===== config.mk =====
export PLATFORM = sky130hd
export DESIGN_NAME = bus_timer_target
export DESIGN_NICKNAME = d
export VERILOG_FILES = /design/src/rtl/bus_timer_pkg.sv /design/src/rtl/bus_timer_core.sv /design/src/rtl/bus_timer_target.sv
export SDC_FILE = /design/constraint.sdc
export NUM_CORES = 1
export LEC_CHECK = 0
export BUFFER_PORTS_ARGS = -buffer_cell sky130_fd_sc_hd__buf_2
export CORE_AREA = 8 8 89 91
export CTS_CLUSTER_SIZE = 40
export DETAILED_ROUTE_END_ITERATION = 8
export DIE_AREA = 0 0 97 99
export PLACE_DENSITY = 0.81
export SKIP_CTS_REPAIR_TIMING = 1
export SYNTH_ARGS = -nofsm -noshare
export SYNTH_HDL_FRONTEND = slang
export SYNTH_HIERARCHICAL = 1
export SYNTH_SLANG_ARGS = --single-unit

===== constraint.sdc =====
create_clock -name clk -period 4.2 [get_ports clk]
set_input_delay 0 -clock clk [delete_from_list [all_inputs] [get_ports clk]]
set_output_delay 0 -clock clk [all_outputs]
set_load 0.05 [all_outputs]

===== src/rtl/bus_timer_pkg.sv =====
// Shared constants for the bus timer target: register offsets and bit positions
// inside the CTRL and STAT registers.
package bus_timer_pkg;

  localparam logic [2:0] REG_CTRL     = 3'd0;
  localparam logic [2:0] REG_STAT     = 3'd1;
  localparam logic [2:0] REG_LATCH_LO = 3'd2;
  localparam logic [2:0] REG_LATCH_HI = 3'd3;
  localparam logic [2:0] REG_COUNT_LO = 3'd4;
  localparam logic [2:0] REG_COUNT_HI = 3'd5;
  localparam logic [2:0] REG_SCRATCH  = 3'd6;
  localparam logic [2:0] REG_ID       = 3'd7;

  localparam int EN_BIT   = 0;
  localparam int CONT_BIT = 1;
  localparam int IE_BIT   = 2;
  localparam int UF_BIT   = 0;

endpackage


===== src/rtl/bus_timer_core.sv =====
// Timer datapath: 16-bit down-counter with reload, underflow flag and, when
// TIMER_PRESCALE_EN is defined, an 8-bit prescaler gating the count ticks.
module bus_timer_core
  import bus_timer_pkg::*;
(
  input  logic        clk,
  input  logic        reset,
  input  logic        tick_en,
  input  logic        load,
  input  logic [15:0] load_val,
  input  logic [15:0] reload_val,
  input  logic        uf_clr,
  input  logic        cont,
`ifdef TIMER_PRESCALE_EN
  input  logic [7:0]  presc,
  input  logic        presc_clr,
`endif
  output logic [15:0] count,
  output logic        uf,
  output logic        uf_set,
  output logic        en_clr
);

  logic tick;

`ifdef TIMER_PRESCALE_EN
  logic [7:0] presc_cnt;

  always_ff @(posedge clk or posedge reset) begin
    if (reset) begin
      presc_cnt <= '0;
    end else if (presc_clr) begin
      presc_cnt <= '0;
    end else if (tick_en) begin
      presc_cnt <= (presc_cnt == presc) ? 8'd0 : presc_cnt + 8'd1;
    end
  end

  assign tick = tick_en && (presc_cnt == presc);
`else
  assign tick = tick_en;
`endif

  assign uf_set = tick && (count == 16'd0);
  assign en_clr = uf_set && !cont;

  // A load strobe overrides both the decrement and the auto-reload.
  // NOTE: state registers use non-blocking assignments so every flop samples
  // pre-edge values regardless of statement order.
  always_ff @(posedge clk or posedge reset) begin
    if (reset) begin
      count <= '0;
    end else if (load) begin
      count <= load_val;
    end else if (tick) begin
      if (count != 16'd0) count <= count - 16'd1;
      else if (cont)      count <= reload_val;
    end
  end

  // Setting beats clearing so an underflow is never lost to a coincident W1C.
  always_ff @(posedge clk or posedge reset) begin
    if (reset)       uf <= 1'b0;
    else if (uf_set) uf <= 1'b1;
    else if (uf_clr) uf <= 1'b0;
  end

endmodule


===== src/rtl/bus_timer_target.sv =====
// Bus responder for the timer: 8-byte window decode, register file and
// registered read data. Optional macro: TIMER_PRESCALE_EN (register 7 = PRESC).
module bus_timer_target
  import bus_timer_pkg::*;
#(
  parameter logic [18:0] BASE            = 19'h0B800,
  parameter logic [7:0]  ID_VALUE        = 8'hA5,
  parameter bit          RELOAD_ON_START = 1'b1
) (
  input  logic        clk,
  input  logic        reset,
  input  logic [18:0] AB,
  input  logic [7:0]  DI,
  input  logic        WE,
  output logic [7:0]  DO,
  output logic        DO_en,
  output logic        IRQ
);

  logic        hit, rd, wr;
  logic [2:0]  reg_sel;
  logic [2:0]  ctrl;
  logic [7:0]  latch_lo, latch_hi, shadow, scratch, rdata;
  logic [15:0] count;
  logic        uf, uf_set, en_clr, load, uf_clr;
  logic        wr_ctrl, wr_stat, wr_lo, wr_hi, wr_scratch;

  assign hit     = (AB[18:3] == BASE[18:3]);
  assign reg_sel = AB[2:0];
  assign wr      = hit && WE;
  assign rd      = hit && !WE;

  assign wr_ctrl    = wr && (reg_sel == REG_CTRL);
  assign wr_stat    = wr && (reg_sel == REG_STAT);
  assign wr_lo      = wr && (reg_sel == REG_LATCH_LO);
  assign wr_hi      = wr && (reg_sel == REG_LATCH_HI);
  assign wr_scratch = wr && (reg_sel == REG_SCRATCH);

  assign load   = wr_hi && RELOAD_ON_START;
  assign uf_clr = (wr_stat && DI[UF_BIT]) || load;

`ifdef TIMER_PRESCALE_EN
  logic [7:0] presc;
  logic       presc_clr;
  assign presc_clr = (wr_ctrl && DI[EN_BIT] && !ctrl[EN_BIT]) || wr_hi;

  always_ff @(posedge clk or posedge reset) begin
    if (reset)                              presc <= '0;
    else if (wr && (reg_sel == REG_ID))     presc <= DI;
  end
`endif

  bus_timer_core u_core (
    .clk        (clk),
    .reset      (reset),
    .tick_en    (ctrl[EN_BIT]),
    .load       (load),
    .load_val   ({DI, latch_lo}),
    .reload_val ({latch_hi, latch_lo}),
    .uf_clr     (uf_clr),
    .cont       (ctrl[CONT_BIT]),
`ifdef TIMER_PRESCALE_EN
    .presc      (presc),
    .presc_clr  (presc_clr),
`endif
    .count      (count),
    .uf         (uf),
    .uf_set     (uf_set),
    .en_clr     (en_clr)
  );

  // The later en_clr assignment overrides a CTRL write that keeps EN set.
  always_ff @(posedge clk or posedge reset) begin
    if (reset) begin
      ctrl <= '0;
    end else begin
      if (wr_ctrl) ctrl <= DI[2:0];
      if (en_clr)  ctrl[EN_BIT] <= 1'b0;
    end
  end

  always_ff @(posedge clk or posedge reset) begin
    if (reset) begin
      latch_lo <= 8'hFF;
      latch_hi <= 8'hFF;
      scratch  <= '0;
      shadow   <= '0;
    end else begin
      if (wr_lo)      latch_lo <= DI;
      if (wr_hi)      latch_hi <= DI;
      if (wr_scratch) scratch  <= DI;
      if (rd && (reg_sel == REG_COUNT_LO)) shadow <= count[15:8];
    end
  end

  // NOTE: every variable driven here gets a default first, so no latch is inferred.
  always_comb begin
    rdata = '0;
    case (reg_sel)
      REG_CTRL:     rdata = {5'b0, ctrl};
      REG_STAT:     rdata = {7'b0, uf};
      REG_LATCH_LO: rdata = latch_lo;
      REG_LATCH_HI: rdata = latch_hi;
      REG_COUNT_LO: rdata = count[7:0];
      REG_COUNT_HI: rdata = shadow;
      REG_SCRATCH:  rdata = scratch;
`ifdef TIMER_PRESCALE_EN
      REG_ID:       rdata = presc;
`else
      REG_ID:       rdata = ID_VALUE;
`endif
      default:      rdata = '0;
    endcase
  end

  always_ff @(posedge clk or posedge reset) begin
    if (reset) begin
      DO    <= '0;
      DO_en <= 1'b0;
    end else begin
      DO    <= rd ? rdata : 8'h00;
      DO_en <= rd;
    end
  end

  assign IRQ = uf && ctrl[IE_BIT];

endmodule


## Word-level counts from Yosys, hierarchy flattened

Cells that the tools add are included.

| word-level totals | value |
|---|---|
| bits in writable memories | 0 |
| register bits | 61 |
| input port bits | 30 |
| bits in read-only memories | 0 |
| memories kept | 0 |
| logic and storage cells | 52 |
| latch bits | 0 |
| output and inout bits | 10 |

| operators by class | value |
|---|---|
| shifts and indexed selects | 0 |
| $lt $le $gt $ge | 0 |
| multipliers | 0 |
| bitwise logic cells | 0 |
| muxes and demuxes | 10 |
| div/mod/pow operators | 0 |
| add/sub/neg operators | 1 |
| eq/ne operators | 8 |
| reduce and logical (&&, ||, !) cells | 23 |

Operators by type and width:

| cell | number |
|---|---|
| $mux 16 | 4 |
| $pmux 8 s8 | 1 |
| $eq 16x13->1 const B | 1 |
| $logic_not 16->1 | 1 |
| $reduce_bool 16->1 | 1 |
| $sub 16x1->16 const B | 1 |
| $eq 3x3->1 const B | 4 |
| $logic_and 1x1->1 | 12 |
| $mux 8 | 1 |
| $eq 3x2->1 const B | 2 |
| $reduce_bool 2->1 | 3 |
| $mux 1 | 4 |
| $eq 3x1->1 const B | 1 |
| $logic_not 3->1 | 1 |
| $reduce_bool 3->1 | 1 |
| $logic_not 1->1 | 2 |
| $reduce_and 2->1 | 1 |
| $logic_or 1x1->1 | 1 |

## Logic depth before layout (Yosys ltp)

| depth | value |
|---|---|
| depth in word-level cells | 7 |
| gate-level depth with buffers | 11 |
| depth with buffers taken out | 9 |

## Modules after synthesis

The synthesis kept the hierarchy.

Modules (own cells, without submodules):

| module | times used | area an instance (um2) | cells each | seq. area each (um2) |
|---|---|---|---|---|
| bus_timer_target | 1 | 2183.3 | 175 | 1121.1 |
| bus_timer_core | 1 | 1267.5 | 165 | 425.4 |

## Worst setup path before layout

No wires, ideal clock.

| timing path | value |
|---|---|
| path kind | reg-to-reg |
| start | register u_core.count[6] |
| end | register u_core.count[14] |
| arrival time | 2.365 ns |
| library setup time | 0.087 ns |
| clock period less this slack | 2.452 ns |
| required time | 4.113 ns |
| cell stages (with the launch flop) | 7 |
| buffers on the path | 1 |
| slack | 1.748 ns |
| cell sequence | dfrtp_1 > or4_1 > buf_2 > or3_4 > or3_4 > or4b_1 > a22oi_1 |

| on the way | value |
|---|---|
| word-level cells in the longest chain between the ends | 4 |
| elaborated cells on any way between the ends | 7 |
| those cells by class | add/sub: 1; mux: 3; reduce/logical: 3 |

Ends and longest elaborated chain:

| item | RTL line | text |
|---|---|---|
| start: declaration | bus_timer_core.sv:18 | `output logic [15:0] count,` |
| start signal: assignment | bus_timer_core.sv:54 | `count <= load_val;` |
| start signal: assignment | bus_timer_core.sv:56 | `if (count != 16'd0) count <= count - 16'd1;` |
| start signal: assignment | bus_timer_core.sv:57 | `else if (cont) count <= reload_val;` |
| $sub 16x1->16 / $reduce_bool 16->1 (equally long branches) | bus_timer_core.sv:56 |  |
| $mux 16 | bus_timer_core.sv:56 |  |
| $mux 16 | bus_timer_core.sv:55 | `end else if (tick) begin` |
| $mux 16 | bus_timer_core.sv:53 | `end else if (load) begin` |

Several ways; a longest one is shown, not always the timed one. The select of a mux whose other input is x is not followed.
A chain may end at the register's enable or synchronous reset.

## Worst setup path in the final report

| timing path | value |
|---|---|
| start | register u_core.count[0] |
| end | register u_core.count[9] |

The elaborated chain is that of the path after synthesis.

==> impl_metrics.yaml <==
clock_tree:
  tritoncts: "yes"
  h-tree-depth: 3
  root_buffer: "clkbuf_8"
  cts.path.max_buffers: 2
  clock_latency_ns: 0.36
  cts-buffers-inserted: 9
  path_clk_slew_ns: 0.07
  clock-sinks: 61
drt:
  first_pass_iters: 7
  viasPerCell: 6.79
  drtAntennaViolNets: 0
  vias: 3184
  drc_errors: 0
  drtIter0Drc: 474
  post_drt_wl_per_cell_um: 21.3
  routed_wirelength_mm: 10.0
sta:
  min_period_ns: 2.90
  worst_pin_slew_ns: 0.892
  hold_violations: 0
  setup_violations: 0
  clock_skew_ns: 0.0144
  report.final.slew_viol_count: 0
  finalSetupTns_ns: 0
  rsz0062_at_grt: "false"
  max_freq_mhz: 345
  max_slew_margin_pct: 40.5
  fin_crit_sh_pct: 69.0
setup_path:
  worstPathArrival_ns: 3.12
  path_cells: "inv_1 > ha_1 > or3b_2 > nor4_1 > a21oi_1 > o21ai_0 > o21ai_0"
  crit_buf_inv: 1
  cpMostUsedCell: "o21ai_0"
  required_ns: 4.42
  critPathMaxFanout: 10
  crit_type: "register to register"
  slowest_stage: "nor4_1"
  start_kind: "register"
  cp_top_family: "simple AND/OR/NAND/NOR gates"
  slowest_delay_ns: 0.64
  cp-end-kind: "register"
worst_hold_path:
  hp-class: "primary input to register"
place:
  place_inst: 444
  port_buffers: 39
  dp_hpwl_mm: 7.11
  place_congestion: 0.957
power:
  power_w: 0.00122
  vdd_drop_max_v: 0.000190
  cellLeakagePower_nw: 1.79
  power_density_nw_per_um2: 304
global_routing:
  grt_pass1_vias: 3191
  grt_pass1_wl_mm: 16.2
  grt_max_degree: 45
  track_usage_pct: 20.9
  antenna_found_initial: 0
  grt-ovfl-total: 0
yosys:
  syn-cell-area_um2: 3450
  yosys_warnings: 6
  synth.avg_cell_area_um2: 10.2
  syn-instance-count: 339
  syn_nets: 371
die:
  ios: 40
  floorplan.rows: 30
  initial_utilization_pct: 52.5
  coreArea_um2: 6570
  die_w_um: 97
  die_h_um: 99
  die_area_um2: 9600
layout:
  antennaDiodeCount: 0
  area_delta_synth_final_pct: 16.0
  fin_cells: 469
  drive_gt1_share_pct: 32.4
  final_nets: 416
outcome:
  outcome: "finished, final reports clean"
flow_run:
  cap_viol_max_count: 0
[worst min-delay path: stages]
cell	delay [ns]
buf_2	0.09
nor2b_1	0.06
nand2_2	0.18
inv_1	0.06
[path summary, 6_finish.rpt]
kind,start,slack (ns),depth (start not counted),end
max in group asynchronous,reset,3.37,3,u_core/count[7]
min in group asynchronous,reset,0.33,4,shadow[4]
worst max register to register,u_core/count[0],1.30,7,u_core/count[9]
worst min register to register,scratch[3],0.51,1,scratch[3]
worst min-delay path,WE,0.08,4,DO_en
worst max-delay path,u_core/count[0],1.30,7,u_core/count[9]
[power by group]
| group | total (W) | leakage [nW] | switching [W] | internal [W] |
|---|---|---|---|---|
| Clock | 0.000553 | 0.107 | 0.000259 | 0.000294 |
| Combinational | 0.0000753 | 0.907 | 0.0000495 | 0.0000259 |
| Sequential | 0.000588 | 0.778 | 0.000000200 | 0.000588 |
| Total | 0.00122 | 1.79 | 0.000308 | 0.000908 |
[metal layers]
metal / track usage, % / share of wire (%) / vias up / wire length, um
li1: - / - / 1376 / -
met1: 24.6 / 37 / 1527 / 3700
met2: 32.5 / 48 / 233 / 4760
met3: 5.39 / 11 / 48 / 1100
met4: 15.4 / 4.5 / 0 / 447
met5: 0 / 0 / - / 0
[placed cells by master, fill, tap and decap left out, types with 3 or more instances in the layout]
| cell | count |
|---|---|
| inv_1 | 12 |
| dfrtp_1 | 45 |
| buf_2 | 39 |
| o31ai_1 | 4 |
| o211ai_1 | 3 |
| a21oi_1 | 22 |
| or4_1 | 5 |
| a22oi_1 | 7 |
| a221oi_1 | 6 |
| nor4_1 | 8 |
| mux2_2 | 42 |
| nor2_1 | 27 |
| dfstp_2 | 16 |
| nand3_1 | 10 |
| xnor2_1 | 4 |
| o21ai_0 | 26 |
| clkinv_4 | 3 |
| nor2b_1 | 4 |
| o22ai_1 | 5 |
| dlygate4sd3_1 | 9 |
| nor3_1 | 10 |
| clkbuf_8 | 10 |
| nand2_1 | 14 |
| buf_4 | 3 |
[sequential cells by signal, summed over array words and instances (netlist names), 3 cells and up]
signal,flops
DO,8
ctrl,3
latch_hi,8
latch_lo,8
scratch,8
shadow,8
u_core/count,16
[metrics by stage]
| step | hold WS, ns | utilization, % | setup WS [ns] | area, um^2 |
|---|---|---|---|---|
| after floorplan | -0.0739 | - | 1.75 | 3450 |
| after global placement | 0.154 | 56.3 | 1.30 | 3700 |
| after detailed placement | 0.171 | 56.3 | 1.17 | 3700 |
| after CTS | -0.211 | 59.5 | 1.36 | 3910 |
| after global routing | 0.116 | 60.9 | 1.10 | 4000 |
| final | 0.0806 | 60.9 | 1.30 | 4000 |
[final cells by class]
class	instances	area (um^2)
clock buffer	10	138
clock inverter	6	70.1
fill	544	2570
inverter	14	52.6
multi-input combinational	247	1780
sequential	61	1550
tap	80	100
timing repair buffer	51	308
Power figures use the tool's default switching activity.
